### src/rtl/mio_pkg.sv
// rtl/mio_pkg.sv - address map, state encoding and decode helpers for mio_bus_ctrl
package mio_pkg;

  // Region nibbles, taken from addr_bus[31:28]
  localparam logic [3:0] REG_RAM = 4'h0;
  localparam logic [3:0] REG_LED = 4'hE;
  localparam logic [3:0] REG_SYS = 4'hF;

  // Register offsets inside a region (byte offsets, word aligned)
  localparam logic [27:0] OFF_LED = 28'h0;
  localparam logic [27:0] OFF_SW  = 28'h0;
  localparam logic [27:0] OFF_CNT = 28'h4;

  // The RAM wait counter is three bits wide
  localparam int RAM_LAT_MIN = 1;
  localparam int RAM_LAT_MAX = 7;

  typedef enum logic [2:0] {
    ST_IDLE,
    ST_RAM_RD,
    ST_RAM_WR,
    ST_IO,
    ST_DONE
  } state_t;

  // What a request targets once the address and direction are decoded
  typedef enum logic [2:0] {
    ACC_RAM,
    ACC_LED,
    ACC_SW,
    ACC_CNT,
    ACC_BAD
  } acc_t;

  function automatic bit ram_lat_ok(input int lat);
    return (lat >= RAM_LAT_MIN) && (lat <= RAM_LAT_MAX);
  endfunction

  // Word-granular decode: the byte-lane bits never reach this function.
  // Read and write together is never a legal access.
  function automatic acc_t decode(input logic [31:2] a, input logic rd, input logic wr);
    logic [27:0] off;
    acc_t        kind;
    off  = {a[27:2], 2'b00};
    kind = ACC_BAD;
    if (rd != wr) begin
      case (a[31:28])
        REG_RAM: kind = ACC_RAM;
        REG_LED: begin
          if (off == OFF_LED) kind = ACC_LED;
        end
        REG_SYS: begin
          if (off == OFF_SW && rd) kind = ACC_SW;
          else if (off == OFF_CNT) kind = ACC_CNT;
        end
        default: kind = ACC_BAD;
      endcase
    end
    return kind;
  endfunction

endpackage

### src/rtl/mio_cycle_counter.sv
// rtl/mio_cycle_counter.sv - free-running wrapping cycle counter with synchronous clear
module mio_cycle_counter #(
  parameter int CNT_W = 32
) (
  input  logic             clk,
  input  logic             reset,
  input  logic             clr,
  output logic [CNT_W-1:0] count
);

  // Count every cycle; a clear loads zero on its edge and counting resumes next cycle
  always_ff @(posedge clk) begin
    if (reset || clr) count <= '0;
    else              count <= count + CNT_W'(1);
  end

endmodule

### src/rtl/mio_bus_ctrl.sv
// rtl/mio_bus_ctrl.sv - CPU memory/IO bus controller: RAM wait states, LED, switches, cycle counter
module mio_bus_ctrl
  import mio_pkg::*;
#(
  parameter int RAM_AW  = 10,
  parameter int RAM_LAT = 1,
  parameter int CNT_W   = 32
) (
  input  logic              clk,
  input  logic              reset,
  input  logic              mem_r,
  input  logic              mem_w,
  input  logic              cpu_mio,
  input  logic [31:0]       addr_bus,
  input  logic [31:0]       data_from_cpu,
  output logic [31:0]       data_to_cpu,
  output logic              mio_ready,
  output logic              bus_err,
  output logic [RAM_AW-1:0] ram_addr,
  output logic              ram_we,
  output logic [31:0]       ram_din,
  input  logic [31:0]       ram_dout,
  output logic [7:0]        led_out,
  input  logic [15:0]       sw_in
);

  if (!ram_lat_ok(RAM_LAT)) begin : g_lat_check
    $error("mio_bus_ctrl: RAM_LAT must be within 1..7");
  end

  state_t           state, state_nxt;
  logic [2:0]       wait_cnt;
  logic [31:2]      req_addr;
  logic             req_rd, req_wr;
  logic [7:0]       req_led;
  logic [CNT_W-1:0] cnt;
  acc_t             new_acc, cur_acc;
  logic             req_valid, accept, rd_capture, io_step, ready_nxt, cnt_clr;
  logic             unused_addr_lsb;

  assign unused_addr_lsb = ^addr_bus[1:0];
  assign req_valid       = cpu_mio & (mem_r | mem_w);
  // new_acc decodes the live bus at accept; cur_acc decodes the latched request,
  // so a CPU that drops its request mid-transaction cannot disturb completion.
  assign new_acc         = decode(addr_bus[31:2], mem_r, mem_w);
  assign cur_acc         = decode(req_addr, req_rd, req_wr);

  mio_cycle_counter #(.CNT_W(CNT_W)) u_cnt (
    .clk  (clk),
    .reset(reset),
    .clr  (cnt_clr),
    .count(cnt)
  );

  // State register
  always_ff @(posedge clk) begin
    if (reset) state <= ST_IDLE;
    else       state <= state_nxt;
  end

  // Next-state: RAM writes finish through IO so ready lands one cycle after the write strobe
  always_comb begin
    state_nxt = state;
    case (state)
      ST_IDLE: begin
        if (req_valid) begin
          if (new_acc == ACC_RAM) state_nxt = mem_r ? ST_RAM_RD : ST_RAM_WR;
          else                    state_nxt = ST_IO;
        end
      end
      ST_RAM_RD: if (wait_cnt == 3'd0) state_nxt = ST_DONE;
      ST_RAM_WR: state_nxt = ST_IO;
      ST_IO:     state_nxt = ST_DONE;
      ST_DONE:   state_nxt = ST_IDLE;
      default:   state_nxt = ST_IDLE;
    endcase
  end

  // Control strobes decoded from the current state
  always_comb begin
    accept     = (state == ST_IDLE) && req_valid;
    ram_we     = (state == ST_RAM_WR);
    rd_capture = (state == ST_RAM_RD) && (wait_cnt == 3'd0);
    io_step    = (state == ST_IO);
    ready_nxt  = rd_capture || io_step;
    cnt_clr    = io_step && (cur_acc == ACC_CNT) && req_wr;
  end

  // Request latch, RAM interface, peripheral registers and read data
  always_ff @(posedge clk) begin
    if (reset) begin
      wait_cnt    <= '0;
      req_addr    <= '0;
      req_rd      <= 1'b0;
      req_wr      <= 1'b0;
      req_led     <= '0;
      ram_addr    <= '0;
      ram_din     <= '0;
      mio_ready   <= 1'b0;
      data_to_cpu <= '0;
      led_out     <= '0;
      bus_err     <= 1'b0;
    end else begin
      mio_ready <= ready_nxt;
      if (accept) begin
        req_addr <= addr_bus[31:2];
        req_rd   <= mem_r;
        req_wr   <= mem_w;
        req_led  <= data_from_cpu[7:0];
        wait_cnt <= 3'(RAM_LAT);
        if (new_acc == ACC_RAM) begin
          ram_addr <= addr_bus[RAM_AW+1:2];
          if (mem_w) ram_din <= data_from_cpu;
        end
      end
      if (state == ST_RAM_RD && wait_cnt != 3'd0) wait_cnt <= wait_cnt - 3'd1;
      if (rd_capture) data_to_cpu <= ram_dout;
      if (io_step) begin
        case (cur_acc)
          ACC_LED: begin
            if (req_wr) led_out     <= req_led;
            else        data_to_cpu <= {24'h0, led_out};
          end
          ACC_SW:  data_to_cpu <= {16'h0, sw_in};
          ACC_CNT: if (req_rd) data_to_cpu <= 32'(cnt);
          ACC_BAD: begin
            bus_err <= 1'b1;
            if (req_rd) data_to_cpu <= '0;
          end
          default: ;  // tail of a RAM write: nothing left to do but signal ready
        endcase
      end
    end
  end

endmodule

### config.mk
export PLATFORM = sky130hd
export DESIGN_NAME = mio_bus_ctrl
export DESIGN_NICKNAME = d
export VERILOG_FILES = /design/src/rtl/mio_pkg.sv /design/src/rtl/mio_cycle_counter.sv /design/src/rtl/mio_bus_ctrl.sv
export SDC_FILE = /design/constraint.sdc
export NUM_CORES = 1
export LEC_CHECK = 0
export ABC_AREA = 1
export ABC_CLOCK_PERIOD_IN_PS = 2200
export BUFFER_PORTS_ARGS = -buffer_cell sky130_fd_sc_hd__buf_2
export CAP_MARGIN = 20
export CORE_UTILIZATION = 54
export DETAILED_ROUTE_END_ITERATION = 10
export PLACE_DENSITY = 0.81
export SLEW_MARGIN = 20
export SYNTH_ARGS = -nofsm -noshare
export SYNTH_HDL_FRONTEND = slang
export SYNTH_SLANG_ARGS = --single-unit
### constraint.sdc
create_clock -name clk -period 2.2 [get_ports clk]
set_input_delay 0.22 -clock clk [delete_from_list [all_inputs] [get_ports clk]]
set_output_delay 0.22 -clock clk [all_outputs]
set_load 0.01 [all_outputs]
Word-level counts from Yosys, hierarchy flattened
Cells that the tools add are included.
- bits in registers: 162
- input bits: 117
- output and inout port bits: 85
- word-level logic and storage cells: 80
- $add $sub $neg: 2
- equal/unequal tests: 17
- multiplexer cells: 23
- bitwise gates (word level): 2
- reduce and logical (&&, ||, !) cells: 23
- operators with widths (kind ; number):
    32-bit 2-to-1 mux ; 5
    32-bit case mux with 4 select lines ; 1
    26-bit by 1-bit == test with 1-bit output, second input constant ; 2
    26-bit zero test ; 2
    3-bit 2-to-1 mux ; 12
    32-bit by 1-bit adder with 32-bit output, second input constant ; 1
    3-bit case mux with 3 select lines ; 2
    4-bit == test, second input constant ; 4
    3-bit by 2-bit == test with 1-bit output, second input constant ; 4
    3-bit case mux with 4 select lines ; 1
    3-bit zero test ; 3
    4-bit zero test ; 2
    1-bit logical AND ; 7
    3-bit by 1-bit == test with 1-bit output, second input constant ; 2
    2-bit AND reduction ; 3
    3-bit AND reduction ; 2
    2-bit 2-to-1 mux ; 2
    2-bit inequality test, second input constant ; 2
    3-bit == test, second input constant ; 1
    3-bit nonzero test ; 1
    3-bit by 1-bit subtractor with 3-bit output, second input constant ; 1
    1-bit logical OR ; 2
    1-bit inequality test ; 2
    2-bit nonzero test ; 1
    2 further kinds ; 2

Depth between registers and ports, before layout
- depth after elaboration: 9
- depth in mapped cells: 15
- mapped depth without buffers: 14

Hierarchy
A second synthesis with hierarchy kept.
- cell total of the unflattened synthesis: 1314
- area, all modules: 8529.4 sq um
- modules (own cells, without submodules) (module ; times used ; cells an instance ; area an instance (sq um) ; seq. area each (sq um)):
    mio_bus_ctrl ; 1 ; 1063 ; 6852.8 ; 2602.5
    mio_cycle_counter ; 1 ; 251 ; 1676.6 ; 640.6

Worst setup path after synthesis
Ideal clock, no wire load.
- path kind: register to register
- start point: register wait_cnt[0]
- end point: register data_to_cpu[20]
- library setup time: 0.111 ns
- data arrival time: 1.785 ns
- data required time: 2.089 ns
- setup slack: 0.304 ns
- cell stages (with the launch flop): 14
- buffers on the path: 2
- clock period less this slack: 1.896 ns
- path through: dfxtp_1 > inv_1 > ha_1 > inv_1 > nor2_1 > nand2_1 > clkbuf_1 > buf_4 > mux2i_1 > nor2_1 > o21ai_0 > nand2_1 > nor2_1 > nor2_1
- word-level cells in the longest chain between the ends: 6
- elaborated cells on any way between the ends: 8
- those cells by class: mux (6); reduce/logical (2)
- ends and longest elaborated chain (element ; RTL line ; text):
    start, declared ; mio_bus_ctrl.sv:32 ; logic [2:0] wait_cnt;
    start signal, assigned ; mio_bus_ctrl.sv:110 ; wait_cnt <= 3'(RAM_LAT);
    start signal, assigned ; mio_bus_ctrl.sv:116 ; if (state == ST_RAM_RD && wait_cnt != 3'd0) wait_cnt <= wait_cnt - 3'd1;
    3-bit zero test (*) ; mio_bus_ctrl.sv:83 ; rd_capture = (state == ST_RAM_RD) && (wait_cnt == 3'd0);
    1-bit logical AND (*) ; mio_bus_ctrl.sv:83 ;
    32-bit 2-to-1 mux (*) ; mio_bus_ctrl.sv:117 ; if (rd_capture) data_to_cpu <= ram_dout;
    32-bit 2-to-1 mux, on equally long branches ; mio_bus_ctrl.sv:128, mio_bus_ctrl.sv:121, mio_bus_ctrl.sv:125 ;
    32-bit case mux with 4 select lines ; mio_bus_ctrl.sv:119 ; case (cur_acc)
    32-bit 2-to-1 mux (*) ; mio_bus_ctrl.sv:118 ; if (io_step) begin
    end signal, assigned ; mio_bus_ctrl.sv:117 ;
    end signal, assigned ; mio_bus_ctrl.sv:122 ; else data_to_cpu <= {24'h0, led_out};
    end signal, assigned ; mio_bus_ctrl.sv:124 ; ACC_SW: data_to_cpu <= {16'h0, sw_in};
    end, declared ; mio_bus_ctrl.sv:16 ; output logic [31:0] data_to_cpu,
Mark *: on every way between the ends. The rest lies on a longest branch, timed or not.
A chain may end at the register's enable or synchronous reset.

Final worst setup path
- start point: register wait_cnt[0]
- end point: register data_to_cpu[0]
The elaborated chain is that of the path after synthesis.

==> results.cfg <==
[setup_path]
arrival_ns = 2.38
path_class = flip-flop to flip-flop
worstPathRequired_ns = 2.52
end_kind = flip-flop
cp_max_fo = 31
startpoint_type = flip-flop

[synthesis]
synth_ff_type = dfxtp_1
synthArstFlopShare_pct = 0
synth_nets = 1350
seq_area_frac_synth_pct = 38.8
synth_area_per_cell_um2 = 6.80
yosys_warnings = 0
synth-edff-count = 0
synth_top_cell_by_area = dfxtp_1
synth.area.top_cells = dfxtp_1 39%, nand2_1 11%, nor2_1 10%, o21ai_0 6.9%, inv_1 5.2%
synth-seq-cells = 162
synth_top_area_share_pct = 38.8
postSynthCellCount = 1229
netlist_area_um2 = 8360
yosysUniqueCellTypes = 44

[clocking]
cts_tree = done
path_clk_slew_ns = 0.07
cts-buffers-inserted = 17
clockBufferDepth = 2
root_buffer = clkbuf_16
clock_sinks = 162
clk_latency_ns = 0.44
htree_levels = 4

[global_route]
overflow = 0
grt_max_degree = 65
grt_pass1_wl_um = 35200
grt_pass1_vias = 7460
antenna_found_initial = 1
grt_use_total_pct = 27.4

[pwr]
p_leak_nw = 5.05
p_total_w = 0.00778
vdd_drop_max_v = 0.000591
power_density_nw_per_um2 = 760

[die]
dieArea_um2 = 16000
fp.dieW_um = 126
start_util_pct = 55.2
rows = 45
pin_count = 202
core_area_um2 = 15100
dieHeight_um = 126

[drt]
ant_nets = 0
vias = 8370
drtIter0Drc = 579
wl_um = 21600
drc = 0
dr.pass1.iters = 5
wl_per_cell_um = 13.3
vias_per_cell = 5.16

[run]
maxCapViolCount = 0

[sta]
finalClockSkew_ns = 0.0126
maxSlewViolCount = 0
finalCriticalPeriod_ns = 2.07
worstMarginPinSlew_ns = 0.547
slew_headroom_pct = 63.4
fmax_ghz = 0.484
hold_viol = 0
finalSetupViolCount = 0
final.period_utilization_pct = 93.9

[status]
outcome = finished, final reports clean

[final_layout]
layout.nets = 1541
final_core_util_pct = 67.6
syn_to_final_growth_pct = 22.5
final_cell_mix = 252 x nand2_1, 224 x nor2_1, 199 x buf_2
insertedDiodeCount = 0
final_common_cell = nand2_1
final_layout_size_suffix_gt1_share_pct = 22.8

[placement]
hpwl_um = 14900
place_congestion = 0.883
port_buffers = 199

[min_path]
hp-class = input port to flip-flop
[final timing paths]
check,cells past startpoint,endpoint,slack [ns],start
setup / recovery,12,data_to_cpu[0],0.13,wait_cnt[0]
hold / removal,3,ram_din[17],0.008,data_from_cpu[17]
setup reg to reg,12,data_to_cpu[0],0.13,wait_cnt[0]
hold reg to reg,1,wait_cnt[0],0.45,wait_cnt[0]
[worst max-delay path, cell delays in order (launching register included)]
cell and delay, ns:
dfxtp_1 0.34, inv_1 0.06, ha_1 0.19, inv_1 0.07, nor2_2 0.05, nand2_2 0.12, buf_12 0.19, mux2i_1 0.44
o21ai_0 0.13, nand2_1 0.07, nand2_1 0.05, nor2_1 0.13, a21oi_2 0.08
[Yosys cell counts, types with 2 or more instances]
library cell	instances
buf_6	6
o21ai_0	115
nor2_4	7
ha_1	4
nand4_1	21
xnor2_1	2
nor3b_1	5
buf_4	9
a31oi_1	2
nand3_2	5
a21oi_2	4
dfxtp_1	162
nor3_4	4
nor2_1	226
nor2_2	4
or2_2	17
and3_1	2
nand3b_1	9
mux2i_1	17
nand2_4	5
clkinv_1	3
nand2_1	253
buf_1	3
clkbuf_1	41
buf_2	7
nor3_1	19
nor3_2	2
nor4_1	4
nand2_2	6
a21oi_1	75
or4_1	2
xor2_1	8
o211ai_1	2
or2_0	2
a211oi_1	18
nand3_1	32
inv_1	116
inv_2	4
[registers in the layout (all words and copies together), names as in the netlist]
| name | count |
|---|---|
| state | 3 |
| req_rd | 1 |
| ram_din | 32 |
| req_wr | 1 |
| req_addr | 30 |
| req_led | 8 |
| mio_ready | 1 |
| ram_addr | 10 |
| data_to_cpu | 32 |
| u_cnt.count | 32 |
| led_out | 8 |
| wait_cnt | 3 |
| bus_err | 1 |
[metal layers]
| layer | part of all wire [%] | global-route usage [%] |
|---|---|---|
| met2 | 45 | 43.4 |
| met4 | 2.0 | 9.92 |
| met5 | 0.060 | 0 |
| met3 | 7.0 | 6.79 |
| met1 | 46 | 36.3 |
[cell type report]
type	instances	area, µm²
fill	1323	4900
multi-input combinational	878	4350
sequential	162	3250
timing repair buffer	238	1390
inverter	123	462
clock buffer	19	443
tap	188	235
clock inverter	13	116
[stage by stage]
stage,hold WS [ns],worst slack (ns),instance area (µm²),TNS [ns],cells
2_1_floorplan,0.331,0.304,8360,0,1229
3_3_place_gp,0.437,0.153,9520,0,1575
3_5_place_dp,0.441,0.0690,9520,0,1575
4_1_cts,0.000178,0.0539,10200,0,1619
5_1_grt,0.000681,-0.0262,10200,-0.0560,1621
6_report,0.00805,0.133,10200,0,1621
[repair_timing]
action,in CTS,in global routing
endpoints found under the hold margin,12,1
buffers inserted,0,1
endpoints found under the setup margin,0,31
hold buffers,12,1
gates resized for setup,0,8
[cell families (layout without fill, tap and decap cells)]
logic type / after synthesis / after routing / share of synthesized area (%)
buffers and inverters: 189 / 393 / 9.53
multiplexers: 17 / 17 / 2.04
XOR/XNOR: 11 / 11 / 1.24
AND/OR/NAND/NOR: 627 / 627 / 33.8
AO/OA/AOI/OAI: 219 / 219 / 14.0
adder cells (fa/ha/maj): 4 / 4 / 0.599
flip-flops: 162 / 162 / 38.8
[where the power goes]
| group | internal, W | switching [W] |
|---|---|---|
| clock | 0.00152 | 0.00132 |
| sequential | 0.00315 | 0.000121 |
| combinational | 0.000652 | 0.00102 |
| total | 0.00532 | 0.00246 |
Power figures use the tool's default switching activity.
